### config.mk
export PLATFORM = sky130hd
export DESIGN_NAME = decode_buffer
export DESIGN_NICKNAME = d
export VERILOG_FILES = /design/src/rtl/decode_buffer_pkg.sv /design/src/rtl/decode_buffer_imm_gen.sv /design/src/rtl/decode_buffer.sv
export SDC_FILE = /design/constraint.sdc
export NUM_CORES = 1
export LEC_CHECK = 0
export ABC_AREA = 1
export BUFFER_PORTS_ARGS = -buffer_cell sky130_fd_sc_hd__buf_2
export CAP_MARGIN = 10
export CORE_MARGIN = 2
export CORE_UTILIZATION = 49
export DETAILED_ROUTE_END_ITERATION = 8
export PLACE_DENSITY = 0.83
export SETUP_SLACK_MARGIN = 0.02
export SYNTH_ARGS = -nofsm -noshare
export SYNTH_HDL_FRONTEND = slang
export SYNTH_SLANG_ARGS = --single-unit
### constraint.sdc
create_clock -name clk_in -period 13.8 [get_ports clk_in]
set_input_delay 0.69 -clock clk_in [delete_from_list [all_inputs] [get_ports clk_in]]
set_output_delay 0.69 -clock clk_in [all_outputs]
set_load 0.02 [all_outputs]
### src/rtl/decode_buffer_pkg.sv
// Shared constants and types for the decode buffer: opcodes, entry layout,
// and small opcode-classification helpers.
package decode_buffer_pkg;

    localparam int unsigned ROB_BIT_DEFAULT = 4;
    localparam int unsigned XLEN            = 32;
    localparam int unsigned REG_IDX_W       = 5;
    localparam int unsigned OPCODE_W        = 7;

    localparam logic [6:0] LUI       = 7'b0110111;
    localparam logic [6:0] AUIPC     = 7'b0010111;
    localparam logic [6:0] JAL       = 7'b1101111;
    localparam logic [6:0] JALR      = 7'b1100111;
    localparam logic [6:0] B_TYPE    = 7'b1100011;
    localparam logic [6:0] LD_TYPE   = 7'b0000011;
    localparam logic [6:0] S_TYPE    = 7'b0100011;
    localparam logic [6:0] ALGI_TYPE = 7'b0010011;
    localparam logic [6:0] R_TYPE    = 7'b0110011;

    // Where the head goes besides the ROB.
    typedef enum logic [1:0] {
        CLS_ROB = 2'd0,
        CLS_RS  = 2'd1,
        CLS_LSB = 2'd2
    } inst_class_e;

    // One decoded-instruction slot.
    typedef struct packed {
        logic [XLEN-1:0] inst;
        logic [XLEN-1:0] addr;
        logic [XLEN-1:0] imm;
        inst_class_e     cls;
    } entry_t;

    // Map an opcode to its downstream destination class.
    function automatic inst_class_e classify(input logic [6:0] op);
        inst_class_e c;
        case (op)
            ALGI_TYPE, R_TYPE, B_TYPE: c = CLS_RS;
            LD_TYPE, S_TYPE:           c = CLS_LSB;
            default:                   c = CLS_ROB;
        endcase
        return c;
    endfunction

    // Opcodes whose second operand is the immediate rather than rs2.
    function automatic logic has_no_rs2(input logic [6:0] op);
        logic r;
        case (op)
            LUI, AUIPC, JAL, JALR, LD_TYPE, ALGI_TYPE: r = 1'b1;
            default:                                   r = 1'b0;
        endcase
        return r;
    endfunction

endpackage

### src/rtl/decode_buffer_imm_gen.sv
// Combinational immediate generator applied to instructions as they enqueue.
module decode_buffer_imm_gen
    import decode_buffer_pkg::*;
(
    input  logic [31:0] inst,
    output logic [31:0] imm
);

    // Select the immediate format from the opcode.
    always_comb begin
        imm = 32'b0;
        case (inst[6:0])
            LUI, AUIPC: imm = {inst[31:12], 12'b0};
            JAL:        imm = {{12{inst[31]}}, inst[19:12], inst[20], inst[30:21], 1'b0};
            JALR,
            LD_TYPE:    imm = {{20{inst[31]}}, inst[31:20]};
            B_TYPE:     imm = {{20{inst[31]}}, inst[7], inst[30:25], inst[11:8], 1'b0};
            S_TYPE:     imm = {{20{inst[31]}}, inst[31:25], inst[11:7]};
            ALGI_TYPE: begin
                if (inst[14:12] == 3'b001 || inst[14:12] == 3'b101)
                    imm = {27'b0, inst[24:20]};
                else
                    imm = {{20{inst[31]}}, inst[31:20]};
            end
            default:    imm = 32'b0;
        endcase
    end

endmodule

### src/rtl/decode_buffer.sv
// Decoded-instruction FIFO between the fetcher and ROB/RS/LSB issue.
// Entries carry a precomputed immediate and destination class; the head is
// decoded combinationally so issue happens in the same cycle it is eligible.
module decode_buffer
    import decode_buffer_pkg::*;
#(
    parameter int unsigned DEPTH   = 4,
    parameter int unsigned ROB_BIT = ROB_BIT_DEFAULT
) (
    input  logic               clk_in,
    input  logic               rst_in,
    input  logic               rdy_in,
    input  logic               flush,
    input  logic               fetch_valid,
    input  logic [31:0]        fetch_inst,
    input  logic [31:0]        fetch_addr,
    output logic               fetch_ready,
    input  logic               rob_full,
    input  logic               rs_full,
    input  logic               lsb_full,
    input  logic [ROB_BIT-1:0] rob_tail,
    output logic [4:0]         get_id1,
    output logic [4:0]         get_id2,
    input  logic [31:0]        val1,
    input  logic [31:0]        val2,
    input  logic               has_dep1_in,
    input  logic               has_dep2_in,
    input  logic [ROB_BIT-1:0] dep1,
    input  logic [ROB_BIT-1:0] dep2,
    output logic               issue_signal,
    output logic               issue_signal_rs,
    output logic               issue_signal_lsb,
    output logic [31:0]        imm,
    output logic [31:0]        reg1_v,
    output logic [31:0]        reg2_v,
    output logic               has_dep1,
    output logic               has_dep2,
    output logic [ROB_BIT-1:0] rob_entry1,
    output logic [ROB_BIT-1:0] rob_entry2,
    output logic [4:0]         rd_id,
    output logic [ROB_BIT-1:0] rd_rob,
    output logic [31:0]        inst_out,
    output logic [31:0]        inst_addr_out,
    output logic               jalr_stall
);

    localparam int unsigned PTR_W = $clog2(DEPTH);
    localparam int unsigned CNT_W = $clog2(DEPTH + 1);

    logic [PTR_W-1:0] head_q, head_d;
    logic [PTR_W-1:0] tail_q, tail_d;
    logic [CNT_W-1:0] count_q, count_d;

    entry_t      mem [DEPTH];
    entry_t      new_entry;
    entry_t      head;
    logic [31:0] new_imm;
    logic        enq;
    logic        nonempty;
    logic        stall;
    logic        issue;
    logic        no_rs2;
    logic [6:0]  head_op;

    decode_buffer_imm_gen imm_gen (
        .inst (fetch_inst),
        .imm  (new_imm)
    );

    assign nonempty    = (count_q != CNT_W'(0));
    assign fetch_ready = (count_q < CNT_W'(DEPTH)) & ~flush;
    assign enq         = fetch_valid & fetch_ready & rdy_in;

    assign head    = mem[head_q];
    assign head_op = head.inst[6:0];
    assign no_rs2  = has_no_rs2(head_op);
    assign stall   = nonempty & (head_op == JALR) & has_dep1_in;
    assign issue   = nonempty & ~flush & ~stall & ~rob_full & ~rs_full & ~lsb_full & rdy_in;

    assign new_entry = '{inst: fetch_inst, addr: fetch_addr, imm: new_imm,
                         cls: classify(fetch_inst[6:0])};

    // Next pointer/count state; flush empties the buffer and wins over enqueue/issue.
    always_comb begin
        head_d  = head_q;
        tail_d  = tail_q;
        count_d = count_q;
        if (flush) begin
            head_d  = '0;
            tail_d  = '0;
            count_d = '0;
        end else begin
            if (enq)
                tail_d = tail_q + PTR_W'(1);
            if (issue)
                head_d = head_q + PTR_W'(1);
            case ({enq, issue})
                2'b10:   count_d = count_q + CNT_W'(1);
                2'b01:   count_d = count_q - CNT_W'(1);
                default: count_d = count_q;
            endcase
        end
    end

    // Pointer/count registers; everything holds while rdy_in is low.
    always_ff @(posedge clk_in or posedge rst_in) begin
        if (rst_in) begin
            head_q  <= '0;
            tail_q  <= '0;
            count_q <= '0;
        end else if (rdy_in) begin
            head_q  <= head_d;
            tail_q  <= tail_d;
            count_q <= count_d;
        end
    end

    // Entry storage; contents are only observed through a nonzero count.
    always_ff @(posedge clk_in) begin
        if (enq)
            mem[tail_q] <= new_entry;
    end

    // Head decode and issue outputs, all zero while empty.
    always_comb begin
        get_id1          = 5'b0;
        get_id2          = 5'b0;
        issue_signal     = 1'b0;
        issue_signal_rs  = 1'b0;
        issue_signal_lsb = 1'b0;
        imm              = 32'b0;
        reg1_v           = 32'b0;
        reg2_v           = 32'b0;
        has_dep1         = 1'b0;
        has_dep2         = 1'b0;
        rob_entry1       = '0;
        rob_entry2       = '0;
        rd_id            = 5'b0;
        inst_out         = 32'b0;
        inst_addr_out    = 32'b0;
        jalr_stall       = 1'b0;
        if (nonempty) begin
            get_id1          = head.inst[19:15];
            get_id2          = head.inst[24:20];
            issue_signal     = issue;
            issue_signal_rs  = issue & (head.cls == CLS_RS);
            issue_signal_lsb = issue & (head.cls == CLS_LSB);
            imm              = head.imm;
            reg1_v           = val1;
            has_dep1         = has_dep1_in;
            rob_entry1       = dep1;
            reg2_v           = no_rs2 ? head.imm : val2;
            has_dep2         = no_rs2 ? 1'b0 : has_dep2_in;
            rob_entry2       = no_rs2 ? '0 : dep2;
            rd_id            = (head_op == B_TYPE || head_op == S_TYPE) ? 5'b0 : head.inst[11:7];
            inst_out         = head.inst;
            inst_addr_out    = head.addr;
            jalr_stall       = stall;
        end
    end

    assign rd_rob = rob_tail;

endmodule

==> summary.txt <==
Synth
  • Yosys cell types: 32
  • Number of synthesized register bits: 399
  • Cell with the most instances after synthesis: edfxtp_1
  • Synth Warn #: 0
  • Avg Inst Size Synth: roughly 11 um^2
  • Synth Instances: 1624
  • Yosys top cell by area: edfxtp_1
  • Commonest cells post-synth: edfxtp_1, nor2_1, nand2_1
  • Post-synthesis sequential area ratio: 0.6873
  • Ranking of synthesized cells by area: edfxtp_1, nor2_1, nand2_1
  • EDFF count, synth: 392
  • Mapped Nets: 1779
  • Cell area after synthesis: 17380 um^2
  • Synth Flop Type: edfxtp_1
  • Fraction of registers with async set/reset: 0.01754
  • Top-area cell type share of the netlist area: 0.6772

CTS
  • TritonCTS Buffers: 40
  • CTS tree: yes
  • Cts hold-fix bufs: 0
  • Worst-path clk slew: 0.06 ns
  • Worst skew pair latency: 0.53 ns
  • Root buffer cell: clkbuf_16
  • Clk buf depth: 3
  • Post-CTS setup buffers: 0
  • CTS sink count: 399
  • Post_cts resized: 0
  • Htree depth: 2

STA
  • Setup ws final: 7.935 ns
  • Final setup viols: 0
  • Worst Hold Slack: roughly 0.11 ns
  • Unrepaired setup endpoints after global routing: false
  • Clock Skew: between 0.015 and 0.02 ns
  • Tightest Pin Transition: 1.138 ns
  • Max_slew headroom: 0.2413
  • Final Hold Fails: 0
  • Post-route minimum period: 5.865 ns
  • Fmax achieved: 170.5 MHz
  • Final setup TNS: 0 ns
  • Tcrit/Tclk final: 0.4250
  • Fin. max-slew vios: 0

Final layout
  • Nets: 2062
  • # fillers: 2806
  • Area Growth Syn to Fin: 18.33%
  • Share of layout cells above drive strength 1: 0.2182

Drt
  • Drt drc: 0
  • Via count: 12790
  • Vias/cell: approximately 5.3
  • Post-Route WL: 43040 um
  • Post-route antenna net violation count: 0
  • DR WL/cell: approximately 18 um
  • DR pass1 iterations: 5
  • Initial DRC Count: 987

Die
  • Die height: 192.4 um
  • Initial Utilization: 0.5008
  • DIE AREA: 37000 um^2
  • Die X-Extent: 192.4 um
  • Core area: approximately 35000 um^2
  • # rows: 68
  • # IOs: 344

Global routing
  • Largest net degree at the start of global routing: 105
  • Initial antenna violation count: 8
  • First-pass GRT wire length: about 64000 um
  • Vias in the first global route: 12140
  • GRT Util Overall: 0.2267
  • Gr ovfl total: 0

Setup path
  • Crit path launch type: flip-flop
  • Crit Path Max Fanout: 102
  • Required @ worst endpoint: 13.11 ns
  • Critical Path AT: between 5 and 6 ns
  • Crit Path Category: reg2out
  • Crit. End Element: output pin

Power
  • Pwr per Cell Area: 145.6 nW/um^2
  • Max VDD drop: 110.6 uV
  • Total power: between 2 and 3 mW
  • Leak: between 8 and 9 nW

Placed design
  • Port buffer count: 335
  • Placer Congestion: 0.8199
  • Post-DP HPWL: 26330 um
  • Worst slack, placed: 8.551 ns

Status
  • Status: finished clean

Worst hold path
  • HP Class: in2async

Run
  • Max-cap check violation count: 0
## layout by cell type, fill, tap and decap left out, types with 2 or more instances in the layout
cell type / n
diode_2: 6
clkinv_2: 7
clkinvlp_4: 2
dfrtp_1: 5
clkbuf_16: 41
nand3_1: 35
nor3_1: 2
clkbuf_1: 7
nor2_1: 380
nor2_4: 5
edfxtp_1: 392
nand4_1: 4
a21oi_1: 108
nand2_1: 279
buf_2: 335
o21ai_0: 122
ha_1: 4
a32o_1: 16
a32oi_1: 16
nor4_1: 2
clkinv_1: 6
nand3b_1: 17
o22ai_1: 3
buf_4: 14
inv_1: 111
bufinv_16: 6
nand2_2: 3
## flip-flops by register name (all words and copies together), names as in the netlist
signal,flops
count_q,3
head_q,2
mem,392
tail_q,2
## metrics by stage
step                      cells  utilization  instance area [um^2]
after detailed placement   2320       0.5545                 19250
after CTS                  2389       0.5921                 20550
after floorplan            1624            -                 17380
after global routing       2393       0.5924                 20560
after global placement     2320       0.5545                 19250
final                      2395       0.5925                 20570
## worst max-delay path: stages (launching register included)
cell,delay (ns)
dfrtp_4,0.86
inv_6,0.67
buf_4,0.87
nand2_1,0.14
nand3_1,0.14
nand2_1,0.14
nand2_1,0.13
nor2_1,0.07
nand2_1,0.05
nand2_1,0.06
nand2_2,0.48
nand2_4,0.36
nand2_1,0.15
nand2_1,0.06
nor2_1,0.14
buf_2,0.20
## final timing paths
path	start	to	slack (ns)	depth (start not counted)
setup / recovery	head_q[0]$_DFFE_PP0P_	reg2_v[10]	7.93	15
setup reg to reg	head_q[0]$_DFFE_PP0P_	count_q[2]$_DFFE_PP0P_	9.08	18
hold / removal	rst_in	head_q[0]$_DFFE_PP0P_	0.11	2
min in group clk_in	fetch_addr[5]	mem[3][39]$_DFFE_PP_	0.38	1
max in group asynchronous	rst_in	head_q[0]$_DFFE_PP0P_	13.42	2
hold reg to reg	count_q[1]$_DFFE_PP0P_	count_q[1]$_DFFE_PP0P_	0.64	2
## logic make-up after synthesis
kind of cell             share of synthesized area
AO/OA/AOI/OAI                              0.08501
XOR/XNOR                                 0.0005039
adder cells (fa/ha/maj)                   0.004031
buffers and inverters                      0.05535
flip-flops                                  0.6873
AND/OR/NAND/NOR                             0.1679
## metal layers
metal / GRT usage / wire length, um
met5: 0 / 26
met3: 0.03619 / 3387
met4: 0.07546 / 986
met1: 0.2906 / 17260
met2: 0.3940 / 21380
## power by group
group | leakage (nW) | internal, mW | switching, mW
Clock | 0.635 | 0.653 | 0.429
Sequential | 3.65 | 1.36 | 0.0135
Combinational | 4.35 | 0.152 | 0.391
## layout make-up
cell class	instances	area (um^2)	share of cell area
clock buffer	48	1052	0.05116
sequential	399	11950	0.5811
tap	455	569.3	0.02768
timing repair buffer	349	1782	0.08662
inverter	114	435.4	0.02117
multi-input combinational	1003	4511	0.2193
clock inverter	21	252.7	0.01229
antenna	6	15.01	0.0007300
No activity file was read; power rests on OpenSTA's default activity.
